===== config.mk =====
export PLATFORM = sky130hd
export DESIGN_NAME = counter_core
export DESIGN_NICKNAME = d
export VERILOG_FILES = /design/src/rtl/counter_core_pkg.sv /design/src/rtl/counter_core.sv
export SDC_FILE = /design/constraint.sdc
export NUM_CORES = 1
export LEC_CHECK = 0
export CORE_AREA = 2 2 39 41
export CTS_CLUSTER_DIAMETER = 120
export DETAILED_ROUTE_END_ITERATION = 10
export DIE_AREA = 0 0 41 43
export GPL_TIMING_DRIVEN = 0
export HOLD_SLACK_MARGIN = 0.08
export PLACE_DENSITY = 0.59
export REMOVE_ABC_BUFFERS = 1
export SYNTH_ARGS = -nofsm -noshare
export SYNTH_HDL_FRONTEND = slang
export SYNTH_SLANG_ARGS = --single-unit
export TNS_END_PERCENT = 20

===== constraint.sdc =====
create_clock -name clk -period 2.3 [get_ports clk]
set_clock_uncertainty 0.1 [all_clocks]
set_input_delay 0.23 -clock clk [delete_from_list [all_inputs] [get_ports clk]]
set_output_delay 0.23 -clock clk [all_outputs]
set_load 0.01 [all_outputs]

===== src/rtl/counter_core_pkg.sv =====
// Default geometry for counter_core instances.
// Instances that need another width or step override the parameters directly.
package counter_core_pkg;

  localparam int unsigned DEFAULT_WIDTH = 8;
  localparam int unsigned DEFAULT_STEP  = 1;

endpackage


===== src/rtl/counter_core.sv =====
// Enable-gated modulo-2^WIDTH up-counter with a registered count, a terminal-count
// decode and a one-cycle wrap pulse for cascading counters or building timers.
module counter_core
  import counter_core_pkg::*;
#(
  parameter int unsigned WIDTH = DEFAULT_WIDTH,
  parameter int unsigned STEP  = DEFAULT_STEP
) (
  input  logic             clk,
  input  logic             reset,
  input  logic             enable,
  output logic [WIDTH-1:0] out,
  output logic             tc,
  output logic             wrap
);

  // The largest count that can still advance by STEP without overflowing.
  localparam logic [WIDTH-1:0] TC_LIMIT = {WIDTH{1'b1}} - WIDTH'(STEP);

  logic [WIDTH:0] sum;

  // One extra bit holds the carry, so overflow is visible without a compare.
  assign sum = {1'b0, out} + (WIDTH + 1)'(STEP);

  always_ff @(posedge clk) begin
    // NOTE: non-blocking assignments keep out and wrap sampling the same pre-edge
    // values; blocking ones would make the result depend on statement order.
    if (reset) begin
      out  <= '0;
      wrap <= 1'b0;
    end else begin
      wrap <= enable & sum[WIDTH];
      if (enable) begin
        out <= sum[WIDTH-1:0];
      end
    end
  end

  assign tc = (out > TC_LIMIT);

endmodule


# Word-level counts from Yosys, hierarchy flattened

Cells that the tools add are included.

Bits in registers: 9
Input bits: 3
Output and inout port bits: 10
Logic and storage cells: 5

$add $sub $neg: 1
$lt $le $gt $ge: 1
Bitwise gates (word level): 1

Operators by type and width:

| kind                | number |
|---|---|
| $add 8x1->9 const B | 1 |
| $gt 8x8->1 const B  | 1 |
| $and 1x1->1         | 1 |

# Depth between registers and ports, before layout

Gate-level depths: netlist of run 1.

Word-level depth: 2
Mapped depth: 4
Gate-level depth less buffers: 4

# Worst setup path before layout of run 1

OpenSTA, ideal clock, no wires.

Kind: reg2out
From: reg out[0]
To: out tc
Arrival time: 1.182 ns
Required time: 1.970 ns
Slack: 0.788 ns
Stages on the path, launching flop included: 4
Buffers on the path: 0
Cell sequence: dfxtp_1 -> inv_1 -> ha_1 -> nor4b_1

Word-level cells in the longest chain between the ends: 1

Ends and longest elaborated chain:

| what                   | line               | source |
|---|---|---|
| from (decl)            | counter_core.sv:12 | `output logic [WIDTH-1:0] out,` |
| from (signal assigned) | counter_core.sv:34 | `out <= sum[WIDTH-1:0];` |
| $gt 8x8->1             | counter_core.sv:39 | `assign tc = (out > TC_LIMIT);` |
| to (decl)              | counter_core.sv:13 | `output logic tc,` |

Every way passes these cells.

# Worst setup path in the final report of run 1

Same ends and word-level chain as after synthesis.

==> results.md, run 1 <==
* Int Pwr at 0.242 mW
* RSZ-0062 raised after global routing: no
* Ys Warns at 0
* CP top delay family: buffers and inverters
* Switching portion of total power at 22.7%
* Final TNS setup at 0 ns
* First-pass GRT wire length at 1.32 mm
* Max Cap Viol at 0
* Crit path kind: reg2out
* Worst reg2reg setup slack at 0.83 ns
* CTS Buf Count at 3
* Area grow syn2layout at 39.9%
* CP arrival at 1.91 ns
* Hold crit path type: reg2reg
* Initial cell density of the core at 28.6%
* Post-Synthesis Cells at 44
* WP buf/inv at 2
* CP Launch Type: register
* Clock tree buffer depth at 2
* Logic pwr share at 8.7%
* Row count at 14
* DP Worst Slack at 0.380 ns
* Largest stage delay, worst path at 0.60 ns
* Setup violations, final at 0
* Pwr Density at 565 nW/um^2
* Flops & latches, synth at 9
* Cts hold-fix bufs at 0
* # diodes at 0
* Detailed Route WL at 764 um
* Net Sw Power at 0.0709 mW
* Postcts setup bufs at 0
* Final setup margin at 0.0644 ns
* Cell variety after synth at 20
* Vias/cell at 4.72
* Initial antenna violation count at 0
* Slew @ Worst Pin at 0.343 ns
* Ratio of final minimum period to clock period at 97.2%
* Mapped cell area at 395 sq um
* CORE AREA at 1380 sq um
* Gpl congestion at 0.708
* Register area share after synthesis at 45.6%
* Cell Area, Placed at 527 sq um
* H-tree levels at 1
* Peak supply drop at 328 uV
* Largest fanout on the critical path at 6
* Final core utilization at 40.0%
* Die X at 41 um
* Share of cells above drive strength 1 at 6.90%
* Final nets at 64
* Max-slew violations at 0
* Iter 0 DRT Violations at 1
* Global Route Usage Sum at 11.3%
* Fin area at 553 sq um
* Number of routed nets with antenna violations at 0
* Crit path time final at 2.24 ns
* RR Startpoint: out[1]
* Sequential share of power at 53.3%
* Slew margin rel. at 77.1%
* CTS tree: done
* Root buffer cell: clkbuf_4
* Final Hold Vio Count at 0
* CP max stage cell: clkdlybuf4s50_1
* Syn avg cell area at 8.99 sq um
* CP Capture Type: primary output
* Outcome: finished clean
* Largest net degree at the start of global routing at 10
* Filler instances at 154
* Post-cts gate resize count at 0
* Critical Path RT at 1.97 ns
* Worst setup path start: out[0]
* Io pins at 13
* Drt wl/cell at 10.3 um
* Sink Count at 9
* Die ar. at 1760 sq um
* Power Total at 0.312 mW
* Drt first pass iters at 2
* Vias at 349
* CP cell instances: inv_1 -> ha_1 -> nor4b_1 -> clkdlybuf4s50_1
* DRC viols at 0
* Clk slew on worst S/H paths at 0.06 ns
* Achievable Freq at 447 MHz
* Vias in the first global route at 316
* Die extent in y at 43 um
* Clock share of power at 38.0%
* Total grt overflow at 0
* Leak at 0.181 nW
* Worst hold path startpoint: out[7]
* Port Buffers at 12
* Clk_lat worst skew at 0.25 ns
-- power groups by stage --
stage                     clock network [mW]  registers [mW]  logic (mW)
after floorplan                            0           0.171     0.00875
after global placement                     0           0.170      0.0265
after detailed placement                   0           0.170      0.0270
after CTS                              0.123           0.167      0.0272
after global routing                   0.130           0.167      0.0310
final                                  0.119           0.167      0.0270
-- layout by cell type (no fill, tap or decap) --
cell / count
clkdlybuf4s50_1: 12
dfxtp_1: 9
nor2_1: 5
nand4_1: 3
nand2_1: 3
a21oi_1: 3
xor2_1: 3
clkbuf_4: 3
o21ai_0: 2
or3_1: 2
nand3_1: 2
ha_1: 2
inv_1: 1
nor4b_1: 1
a211oi_1: 1
xnor2_1: 1
nand3_2: 1
o31ai_1: 1
or4_1: 1
nor3_1: 1
clkbuf_1: 1
-- per-layer routing --
layer / up-vias / wire length (um) / GRT usage [%]
met1: 148 / 421 / 16.2
met3: 2 / 47 / 3.14
li1: 188 / - / -
met4: 0 / 8 / 8.00
met5: - / 0 / 0
met2: 11 / 287 / 13.8
-- sequential cells by signal, indices dropped and copies added, names as in the netlist --
| signal | count |
|---|---|
| out | 8 |
| wrap | 1 |
-- metrics by stage --
stage | std cells | hold WS [ns]
finish | 74 | 0.390
CTS | 74 | 0.396
detailed placement | 70 | 0.388
global placement | 70 | 0.387
floorplan | 42 | 0.199
global route | 74 | 0.440
-- final cells by class --
type                            count  area (sq um)  area share, %
Clock buffer                        4          26.3           4.75
Sequential cell                     9           180           32.6
Tap cell                           16          20.0           3.62
Inverter                            1          3.75          0.679
Multi-Input combinational cell     32           203           36.7
Timing Repair Buffer               12           120           21.7
-- final timing paths --
path	endpoint	depth (start not counted)
max	tc	4
min	out[7]	2
max reg2reg	out[6]	4
min reg2reg	out[7]	2
-- kinds of logic after synthesis --
group | after synthesis | share of synthesized area (%)
fa+ha+maj | 2 | 6.33
simple gates | 19 | 25.9
buf+inv | 3 | 3.16
xor+xnor | 4 | 8.86
flops | 9 | 45.6
compound gates | 7 | 10.1
-- synthesized netlist by cell type --
cell type	instances	area (sq um)
inv_1	1	3.75
nor2_1	5	18.8
xnor2_1	1	8.76
nor3_1	1	5.00
xor2_1	3	26.3
dfxtp_1	9	180
nor4b_1	1	8.76
buf_2	1	5.00
a21oi_1	3	15.0
or3_1	2	12.5
a211oi_1	1	7.51
or4_1	1	7.51
clkbuf_1	1	3.75
nand3_2	1	10.0
ha_1	2	25.0
o31ai_1	1	7.51
o21ai_0	2	10.0
nand3_1	2	10.0
nand2_1	3	11.3
nand4_1	3	18.8
-- worst register-to-register path, cell delays in order (launching register included) --
cell     delay [ns]
dfxtp_1        0.44
ha_1           0.21
nand4_1        0.18
or3_1          0.35
a21oi_1        0.13
Note: power is estimated with default switching activity, not from simulation.
==> inputs of run 2 (changes only) <==
--- a/config.mk
+++ b/config.mk
@@ -11,7 +11,7 @@
 export DIE_AREA = 0 0 41 43
 export GPL_TIMING_DRIVEN = 0
 export HOLD_SLACK_MARGIN = 0.08
-export PLACE_DENSITY = 0.59
+export PLACE_DENSITY = 0.67
 export REMOVE_ABC_BUFFERS = 1
 export SYNTH_ARGS = -nofsm -noshare
 export SYNTH_HDL_FRONTEND = slang
==> run 2 against run 1 <==
Utilization is 0.090 points higher; critical path type unchanged; critical endpoint unchanged; worst hold slack better by 0.0053 ns; sequential cell count stayed put.
==> results.md, run 2 (same netlist as run 1, synthesis figures left out) <==
* Worst setup path start: out[4] (was out[0])
* RR Startpoint: out[1] (unchanged)
* CP arrival at 1.79 ns (was 1.91 ns)
* Commonest cells after routing, fill and taps aside: clkdlybuf4s50_1 (12), dfxtp_1 (8), nor2_1 (5) (was clkdlybuf4s50_1 (12), dfxtp_1 (9), nor2_1 (5))
* H-tree levels at 1 (unchanged)
* DRC viols at 0 (unchanged)
* Max Cap Viol at 0 (unchanged)
* Critical Path RT at 1.97 ns (about the same)
* Hold crit path type: reg2reg (unchanged)
* Gpl congestion at 0.689 (was 0.708)
* Drt wl/cell at 10.9 um (was 10.3 um)
* Achievable Freq at 472 MHz (was 447 MHz)
* Die extent in y at 43 um (unchanged)
* Outcome: finished clean (unchanged)
* Largest stage delay, worst path at 0.60 ns (about the same)
* RSZ-0062 raised after global routing: no (unchanged)
* Int Pwr at 0.242 mW (about the same)
* Final setup margin at 0.183 ns (was 0.0644 ns)
* Commonest non-fill, non-tap cell in the layout: clkdlybuf4s50_1 (unchanged)
* Io pins at 13 (unchanged)
* Max-slew violations at 0 (unchanged)
* Vias at 366 (was 349)
* Number of routed nets with antenna violations at 0 (unchanged)
* Final nets at 64 (unchanged)
* Ratio of final minimum period to clock period at 92.1% (was 97.2%)
* Logic pwr share at 8.5% (was 8.7%)
* Port Buffers at 12 (unchanged)
* Cell Area, Placed at 527 sq um (unchanged)
* Row count at 14 (unchanged)
* Worst reg2reg setup slack at 0.82 ns (was 0.83 ns)
* WP buf/inv at 1 (was 2)
* Total grt overflow at 0 (unchanged)
* CP max stage cell: clkdlybuf4s50_1 (unchanged)
* Fin area at 554 sq um (was 553 sq um)
* Switching portion of total power at 22.5% (was 22.7%)
* Worst setup path endpoint: tc (unchanged)
* Clk slew on worst S/H paths at 0.06 ns (about the same)
* Slew margin rel. at 76.5% (was 77.1%)
* Biggest regs: out x8, wrap x1 (unchanged)
* Peak supply drop at 356 uV (was 328 uV)
* Critical Path Stages at 3 (was 4)
* Vias/cell at 4.95 (was 4.72)
* Vias in the first global route at 376 (was 316)
* R2R Path End: out[6] (unchanged)
* Die ar. at 1760 sq um (unchanged)
* First-pass GRT wire length at 1.48 mm (was 1.32 mm)
* WHS at 0.395 ns (was 0.390 ns)
* Cts hold-fix bufs at 0 (unchanged)
* Die X at 41 um (unchanged)
* Final Hold Vio Count at 0 (unchanged)
* CP cell instances: nand4_1 -> nor4b_1 -> clkdlybuf4s50_1 (was inv_1 -> ha_1 -> nor4b_1 -> clkdlybuf4s50_1)
* Share of cells above drive strength 1 at 8.62% (was 6.90%)
* Sequential share of power at 53.7% (was 53.3%)
* DP Worst Slack at 0.388 ns (was 0.380 ns)
* Pwr Density at 563 nW/um^2 (was 565 nW/um^2)
* CTS tree: done (unchanged)
* CORE AREA at 1380 sq um (unchanged)
* Iter 0 DRT Violations at 11 (was 1)
* CP top delay family: buffers and inverters (unchanged)
* Slew @ Worst Pin at 0.352 ns (was 0.343 ns)
* Clock share of power at 37.9% (was 38.0%)
* CTS Buf Count at 3 (unchanged)
* Largest register FFs at 8 (unchanged)
* Largest net degree at the start of global routing at 10 (unchanged)
* Detailed placement HPWL at 583 um
* Global Route Usage Sum at 12.5% (was 11.3%)
* Final core utilization at 40.1% (was 40.0%)
* Leak at 0.182 nW (was 0.181 nW)
* Net Sw Power at 0.0702 mW (was 0.0709 mW)
* Initial cell density of the core at 28.6% (unchanged)
* Final TNS setup at 0 ns (unchanged)
* Crit path time final at 2.12 ns (was 2.24 ns)
* Worst r2r path cells at 4 (unchanged)
* Sink Count at 9 (unchanged)
* Drt first pass iters at 4 (was 2)
* Area grow syn2layout at 40.2% (was 39.9%)
* CP Capture Type: primary output (unchanged)
* Setup violations, final at 0 (unchanged)
* Clk_lat worst skew at 0.25 ns (about the same)
* CP Launch Type: register (unchanged)
* Clock tree buffer depth at 2 (unchanged)
* Largest fanout on the critical path at 6 (unchanged)
* Initial antenna violation count at 0 (unchanged)
* Crit path kind: reg2out (unchanged)
* Reg with most FFs: out (unchanged)
* # diodes at 0 (unchanged)
* Root buffer cell: clkbuf_4 (unchanged)
* Detailed Route WL at 809 um (was 764 um)
## run 2: metal layers
metal | up-vias | track usage (%) | share of wire [%]
li1 | 184 | - | -
met1 | 162 | 16.2 | 46
met2 | 18 | 16.6 | 44
met3 | 2 | 3.14 | 7.9
met4 | 0 | 10.0 | 1.2
met5 | - | 0 | 0
## run 2: worst register-to-register path: stages (launching register included)
cell and delay (ns):
dfxtp_1 0.44, ha_1 0.21, nand4_1 0.18, or3_1 0.35, a21oi_1 0.13
## run 2: how the worst min path moves through the flow
| stage | start | endpoint | slack (ns) | cells after the start |
|---|---|---|---|---|
| global placement | out[7] | out[7] | 0.38 | 2 |
| detailed placement | out[7] | out[7] | 0.39 | 2 |
| CTS | out[7] | out[7] | 0.40 | 2 |
| finish | out[7] | out[7] | 0.39 | 2 |
| global route | out[7] | out[7] | 0.46 | 2 |
| floorplan | reset | out[5] | 0.20 | 1 |
## run 2: power by group through the flow
stage | Combinational (mW) | Sequential (mW) | Clock (mW)
2_1_floorplan | 0.00875 | 0.171 | 0
3_3_place_gp | 0.0262 | 0.170 | 0
3_5_place_dp | 0.0266 | 0.170 | 0
4_1_cts | 0.0269 | 0.167 | 0.125
5_1_grt | 0.0305 | 0.168 | 0.130
6_report | 0.0265 | 0.167 | 0.118
## run 2: final cells by class
| type | count | area [sq um] |
|---|---|---|
| clock buffers | 4 | 26.3 |
| fillers | 146 | 830 |
| inverters | 1 | 3.75 |
| multi-input cells | 32 | 203 |
| flip-flops and latches | 9 | 181 |
| well taps | 16 | 20.0 |
| repair buffers | 12 | 120 |
## run 2: through the flow
step	instances	power [mW]
floorplan	42	0.180
global placement	70	0.196
detailed placement	70	0.197
CTS	74	0.319
global route	74	0.329
finish	74	0.312
## run 2: repair_timing
action	CTS	global route
gates resized for setup	0	1
setup endpoints to repair	0	1
setup buffers	0	0
==> inputs of run 3 (changes only) <==
--- a/config.mk
+++ b/config.mk
@@ -11,7 +11,6 @@
 export DIE_AREA = 0 0 41 43
 export GPL_TIMING_DRIVEN = 0
 export HOLD_SLACK_MARGIN = 0.08
-export PLACE_DENSITY = 0.67
 export REMOVE_ABC_BUFFERS = 1
 export SYNTH_ARGS = -nofsm -noshare
 export SYNTH_HDL_FRONTEND = slang
==> run 3 against run 2 <==
Register-to-register slack is essentially flat; total power up 0.42%; clock power about the same; first-iteration DRC count shrank 27%; sequential power barely moved; wire length grew 1.9%; via count down 3.0%; clock-buffer cell count did not move; critical path depth grew 1; combinational power grew 3%; fmax is 3.0% lower; critical path type unchanged; highest routed layer is now met3.
==> results.md, run 3 (same netlist as run 1, synthesis figures left out) <==
* Storage cell area at 180 sq um (was 181 sq um)
* Ratio of final minimum period to clock period at 94.9% (was 92.1%)
* Vias in the first global route at 326 (was 376)
* Largest net degree at the start of global routing at 10 (unchanged)
* Biggest regs: out x8, wrap x1 (unchanged)
* Placed Cells at 70 (unchanged)
* Max-slew violations at 0 (unchanged)
* Share of cells above drive strength 1 at 8.62% (unchanged)
* Slew margin rel. at 77.8% (was 76.5%)
* Achievable Freq at 458 MHz (was 472 MHz)
* Die extent in y at 43 um (unchanged)
* CTS Buf Count at 3 (unchanged)
* CP arrival at 1.85 ns (was 1.79 ns)
* Reg with most FFs: out (unchanged)
* Port Buffers at 12 (unchanged)
* Largest register FFs at 8 (unchanged)
* Root buffer cell: clkbuf_4 (unchanged)
* First-pass GRT wire length at 1.37 mm (was 1.48 mm)
* Total grt overflow at 0 (unchanged)
* Drt first pass iters at 4 (unchanged)
* Row count at 14 (unchanged)
* Setup violations, final at 0 (unchanged)
* Final setup margin at 0.117 ns (was 0.183 ns)
* Multi-input logic area at 209 sq um (was 203 sq um)
* Largest fanout on the critical path at 6 (unchanged)
* Commonest non-fill, non-tap cell in the layout: clkdlybuf4s50_1 (unchanged)
* Initial cell density of the core at 28.6% (unchanged)
* Final TNS setup at 0 ns (unchanged)
* Final Hold Vio Count at 0 (unchanged)
* Io pins at 13 (unchanged)
* Final nets at 64 (unchanged)
* Peak supply drop at 329 uV (was 356 uV)
* Die X at 41 um (unchanged)
* CP Launch Type: register (unchanged)
* Sink Count at 9 (unchanged)
* Number of routed nets with antenna violations at 0 (unchanged)
* Outcome: finished clean (unchanged)
* Max Cap Viol at 0 (unchanged)
* Commonest cells after routing, fill and taps aside: clkdlybuf4s50_1 (12), dfxtp_1 (9), nor2_1 (5) (was clkdlybuf4s50_1 (12), dfxtp_1 (8), nor2_1 (5))
* Area grow syn2layout at 41.5% (was 40.2%)
* Leak at 0.181 nW (was 0.182 nW)
* Filler instances at 152 (was 146)
* CTS tree: done (unchanged)
* Global Route Usage Sum at 11.8% (was 12.5%)
* Detailed placement HPWL at 562 um (was 583 um)
* Clk_lat worst skew at 0.26 ns (was 0.25 ns)
* DRC viols at 0 (unchanged)
* H-tree levels at 1 (unchanged)
* Post-Layout Cell Count at 74 (unchanged)
* Drt wl/cell at 11.1 um (was 10.9 um)
* Pwr Density at 560 nW/um^2 (was 563 nW/um^2)
* Cell Area, Placed at 527 sq um (unchanged)
* Critical Path RT at 1.97 ns (about the same)
* Crit path kind: reg2out (unchanged)
* Die ar. at 1760 sq um (unchanged)
* Slew @ Worst Pin at 0.333 ns (was 0.352 ns)
* Iter 0 DRT Violations at 8 (was 11)
* Cts hold-fix bufs at 0 (unchanged)
* Fin area at 559 sq um (was 554 sq um)
* DP Worst Slack at 0.361 ns (was 0.388 ns)
* Clk slew on worst S/H paths at 0.06 ns (about the same)
* # diodes at 0 (unchanged)
* Vias/cell at 4.80 (was 4.95)
* RSZ-0062 raised after global routing: no (unchanged)
* Detailed Route WL at 824 um (was 809 um)
* CORE AREA at 1380 sq um (unchanged)
* Worst reg2reg setup slack at 0.81 ns (was 0.82 ns)
* Hold Path Depth at 2 (unchanged)
* Gpl congestion at 0.710 (was 0.689)
* Vias at 355 (was 366)
* Hold crit path type: reg2reg (unchanged)
* CP Capture Type: primary output (unchanged)
* Crit path time final at 2.18 ns (was 2.12 ns)
* Clock tree buffer depth at 2 (unchanged)
* Worst r2r path cells at 4 (unchanged)
* Initial antenna violation count at 0 (unchanged)
## run 3: where the power goes
part | leakage, nW | internal, mW | switching (mW)
registers | 0.0730 | 0.160 | 0.00673
clock network | 0.0150 | 0.0667 | 0.0526
logic | 0.0934 | 0.0151 | 0.0122
total | 0.181 | 0.242 | 0.0715
## run 3: final timing paths
check             startpoint  endpoint
setup reg to reg      out[1]    out[6]
hold / removal        out[7]    out[7]
setup / recovery      out[0]        tc
hold reg to reg       out[7]    out[7]
## run 3: what timing repair did
item                                    4_1_cts  5_1_grt
buffers inserted                              0        0
endpoints found under the setup margin        0        1
gates resized for setup                       0        1
hold endpoints to repair                      0        0
## run 3: critical path, stage by stage, from the launching register on
cell,delay (ns)
dfxtp_1,0.43
inv_1,0.07
ha_1,0.22
nor4b_2,0.30
clkdlybuf4s50_1,0.58
## run 3: metrics by stage
step	util (%)	hold WS, ns	total power [mW]
final	40.4	0.408	0.313
after global routing	40.4	0.433	0.335
after CTS	40.0	0.403	0.320
after detailed placement	38.1	0.395	0.197
after global placement	38.1	0.388	0.196
after floorplan	-	0.199	0.180
## run 3: routing by layer
layer	share of wire, %	wire length, um	GRT usage, %	vias to the layer above
li1	-	-	-	188
met2	43	357	14.7	17
met1	44	366	16.0	150
met5	0	0	0	-
met4	0	0	2.00	0
met3	12	100	9.42	0
## run 3: final cells by class
class	count	share of cell area (%)
clock buffer	4	4.70
inverter	1	0.671
multi-input combinational	32	37.4
sequential	9	32.2
tap	16	3.58
timing repair buffer	12	21.5
==> RTL change 1: new RTL, config.mk and constraints of run 2 <==
Change the package constant `DEFAULT_WIDTH` from 8 to 7.
--- a/src/rtl/counter_core_pkg.sv
+++ b/src/rtl/counter_core_pkg.sv
@@ -3,5 +3,5 @@
 package counter_core_pkg;
 
-  localparam int unsigned DEFAULT_WIDTH = 8;
+  localparam int unsigned DEFAULT_WIDTH = 7;
   localparam int unsigned DEFAULT_STEP  = 1;
 
Ports: changed (resized out); port bits go from 13 to 12. The function was not compared with the original's and may differ.
==> RTL change 1 against run 2 <==
Routed wire length fell by 19%. Synthesized cell count fell by 11%. Power fell by 9.2%. Clock power fell by 8%. Critical path depth rose by 1. Design area fell by 11%. Register-to-register slack improved by 0.09 ns. Count of clock-buffer cells in the layout fell by 1. Setup slack improved by 0.050 ns. Sequential share of layout area fell by 0.33 points. Area after synthesis fell by 11%. Sequential cell count fell by 1. Largest cell class unchanged. Largest power group unchanged.
==> RTL change 1: results (changes against run 2) <==
status: complete, no violations (unchanged)
nets: 58 (was 64)
I/O Buffers: 11 (was 12)
Layout fillers: 142 (was 146)
Cells after Synth: 39 (was 44)
hold_sp: out[6]$_SDFFE_PP0P_ (was out[7]$_SDFFE_PP0P_)
largest net degree at the start of global routing: 9 (was 10)
storage element area: 160.2 um2 (was 181.4 um2)
Slew HR: 80.76% (was 76.47%)
ranking of synthesized cells by area: dfxtp_1 (46%), xor2_1 (7.5%), ha_1 (7.1%) (was dfxtp_1 (46%), xor2_1 (6.6%), ha_1 (6.3%))
GRT Resource Usage Total: 9.366% (was 12.49%)
#FFs+latches synth: 8 (was 9)
DR WL/cell: 9.761 um (was 10.93 um)
Post-synth top cells: dfxtp_1 (8), nor2_1 (5), nand2_1 (3), xor2_1 (3) (was dfxtp_1 (9), nor2_1 (5))
static leakage: 0.1791 nW (was 0.1817 nW)
CP startpoint: out[0]$_SDFFE_PP0P_ (was out[4]$_SDFFE_PP0P_)
Placer Congestion: 0.7132 (was 0.6888)
Netlist cell types: 18 (was 20)
ClkCell Share: 4.557% (was 4.740%)
Crit path largest cell delay: 0.57 ns (was 0.60 ns)
Placed Area: 471.7 um2 (was 526.8 um2)
flop-to-flop setup slack: 0.91 ns (was 0.82 ns)
sequential cell area share: 32.41% (was 32.73%)
detailed placement HPWL: 472.8 um (was 582.9 um)
share of layout cells above drive strength 1: 7.843% (was 8.621%)
multi-input gates: 28 (was 32)
post-synthesis sequential area ratio: 45.71% (was 45.57%)
post-placement cell count: 64 (was 70)
Buffers, non-clock: 11 (was 12)
Arrival @ worst endpoint: 1.74 ns (was 1.79 ns)
==> RTL change 1: routing by layer <==
| layer | global-route usage (%) | vias up | wire, um |
|---|---|---|---|
| met5 | 0 | - | 0 |
| met4 | 4.000 | 0 | 0 |
| met3 | 7.853 | 0 | 61 |
| met2 | 11.88 | 12 | 282 |
| met1 | 11.04 | 135 | 310 |
| li1 | - | 161 | - |
==> RTL change 1: kinds of logic (layout without fill, tap and decap cells) <==
group | count (synthesis) | in the layout | synth area share [%]
AOI/OAI and AO/OA | 6 | 6 | 9.996
DFF | 8 | 8 | 45.71
adders and majority gates | 2 | 2 | 7.142
buffers and inverters | 3 | 15 | 3.568
xor gates and xnor gates | 4 | 4 | 10.00
and+or+nand+nor | 16 | 16 | 23.57
==> RTL change 1: report_power, final <==
part           switching (mW)  total, mW  internal (mW)
clock network          0.0478      0.108         0.0597
registers             0.00667      0.149          0.143
logic                  0.0115     0.0263         0.0148
==> RTL change 2: new RTL, flow settings as in run 2 <==
Without the edit above. Reset style: asynchronous (`reset`), changed in one clocked block.
--- a/src/rtl/counter_core.sv
+++ b/src/rtl/counter_core.sv
@@ -23,5 +23,5 @@
   assign sum = {1'b0, out} + (WIDTH + 1)'(STEP);
 
-  always_ff @(posedge clk) begin
+  always_ff @(posedge clk or posedge reset) begin
     // NOTE: non-blocking assignments keep out and wrap sampling the same pre-edge
     // values; blocking ones would make the result depend on statement order.
Behaviour: differs if reset is asserted again (counterexample within 4 cycles, from zero or initial values and one cycle with reset high); with reset held inactive, the same outputs for 10 cycles.
==> RTL change 2 against run 2 <==
Routed wire length decreased by 11%. Via count shrank 18%. Area after synthesis rose by 8.2%. Critical path type unchanged. Setup slack better by 0.0091 ns. Design area is 6.1% higher. Final cell count is 9.5% lower. Non-clock buffer count stayed put. Sequential cell count stayed put. Highest routed layer unchanged. Hold slack got worse by 0.26 ns.
Power is not compared: it rests on default switching activity, and its combinational part moved more than twofold at a synthesized area within 25%.
==> RTL change 2: results (changes against run 2) <==
mux contribution to synthesized area: 0% (unchanged)
DR WL/cell: 10.78 um (was 10.93 um)
kind of path behind the tightest hold check: in2async (was reg2reg)
reg2reg end: out[6]$_DFFE_PP0P_ (was out[6]$_SDFFE_PP0P_)
met3 WL: 37 um (was 64 um)
Placer Congestion: 0.6891 (was 0.6888)
ranking of synthesized cells by area: dfrtp_1 (53%), xor2_1 (8.2%), xnor2_1 (6.1%) (was dfxtp_1 (46%), xor2_1 (6.6%), ha_1 (6.3%))
Worst Hold Margin: 0.1319 ns (was 0.3950 ns)
fraction of registers with async set/reset: 100.0% (was 0%)
post-cts hold buffer count: 0 (unchanged)
flop-to-flop setup slack: 1.02 ns (was 0.82 ns)
CP startpoint: out[0]$_DFFE_PP0P_ (was out[4]$_SDFFE_PP0P_)
Placed Area: 560.5 um2 (was 526.8 um2)
status: complete, no violations (unchanged)
WL met1: 336 um (was 374 um)
Slew HR: 77.21% (was 76.47%)
fin cells: 67 (was 74)
Layout fillers: 153 (was 146)
Post-CTS Resized: 0 (unchanged)
GRT Resource Usage Total: 11.02% (was 12.49%)
detailed placement HPWL: 528.7 um (was 582.9 um)
first-pass GRT wire length: 1.228 mm (was 1.476 mm)
Cells after Synth: 36 (was 44)
mapped cell area: 427.9 um2 (was 395.4 um2)
share of layout cells above drive strength 1: 17.65% (was 8.621%)
number of global-route vias before repair: 290 (was 376)
vias per cell: 4.493 (was 4.946)
Synth Area in Compound Gates: 1.170% (was 10.13%)
Top Registers: out (8), wrap (1) (unchanged)
post-synthesis sequential area ratio: 52.63% (was 45.57%)
DRT iter0 DRCs: 1 (was 11)
DR WL met2: 344 um (was 360 um)
Post-CTS Repair Setup Buffers: 0 (unchanged)
grt met2 use: 13.75% (was 16.56%)
Post-Synth Adder-Cell Area: 5.848% (was 6.329%)
met1 global-route usage: 14.47% (was 16.23%)
XOR/XNOR Fraction of Synth Area: 14.33% (was 8.861%)
Crit path largest cell delay: 0.57 ns (was 0.60 ns)
worst r2r src: out[1]$_DFFE_PP0P_ (was out[1]$_SDFFE_PP0P_)
Netlist cell types: 15 (was 20)
CP Max Fanout: 6 (unchanged)
Post-synth top cells: dfrtp_1 (9), xor2_1 (4), nand4_1 (3), nor2_1 (3), xnor2_1 (3) (was dfxtp_1 (9), nor2_1 (5))
post-placement cell count: 63 (was 70)
prevailing post-synth register cell: dfrtp_1 (was dfxtp_1)
RTL change 2: cell types whose count changed in the layout (fill, tap and decap cells not counted), moves of 2 or more:
cell,delta
or3_1,-2
nor3_2,+2
nor2_1,-2
o21ai_0,-2
a21oi_1,-2
dfrtp_1,+8
xnor2_1,+2
dfxtp_1,-8
RTL change 2: layout make-up:
class	instances	area share, %
clock buffer	4	4.468
timing repair buffer	12	20.43
inverter	2	1.277
tap	16	3.404
multi-input combinational	24	31.91
sequential	9	38.51
RTL change 2: power groups by stage:
| stage | clock network (mW) | logic (mW) | registers (mW) |
|---|---|---|---|
| after floorplan | 0 | 0.118 | 0.319 |
| after global placement | 0 | 0.269 | 0.308 |
| after detailed placement | 0 | 0.272 | 0.311 |
| after CTS | 0.125 | 0.274 | 0.308 |
| after global routing | 0.134 | 0.298 | 0.323 |
| final | 0.118 | 0.270 | 0.309 |
RTL change 2: worst max-delay path, delay by kind of cell (launching register included):
| kind | cells | cell delay, ns |
|---|---|---|
| buf+inv | 2 | 0.65 |
| simple gates | 1 | 0.26 |
| fa+ha+maj | 1 | 0.20 |
| flops | 1 | 0.41 |
RTL change 2: cells by family (layout without fill, tap and decap cells):
logic type,after synthesis,after routing
and+or+nand+nor,14,14
xor gates and xnor gates,7,7
DFF,9,9
buffers and inverters,3,18
adders and majority gates,2,2
AOI/OAI and AO/OA,1,1
RTL change 2: metrics by stage:
step	setup WS, ns	utilization (%)
5_1_grt	0.06949	42.50
3_5_place_dp	0.3964	40.51
2_1_floorplan	0.8598	-
6_report	0.1919	42.50
3_3_place_gp	0.3969	40.51
4_1_cts	0.1087	42.41
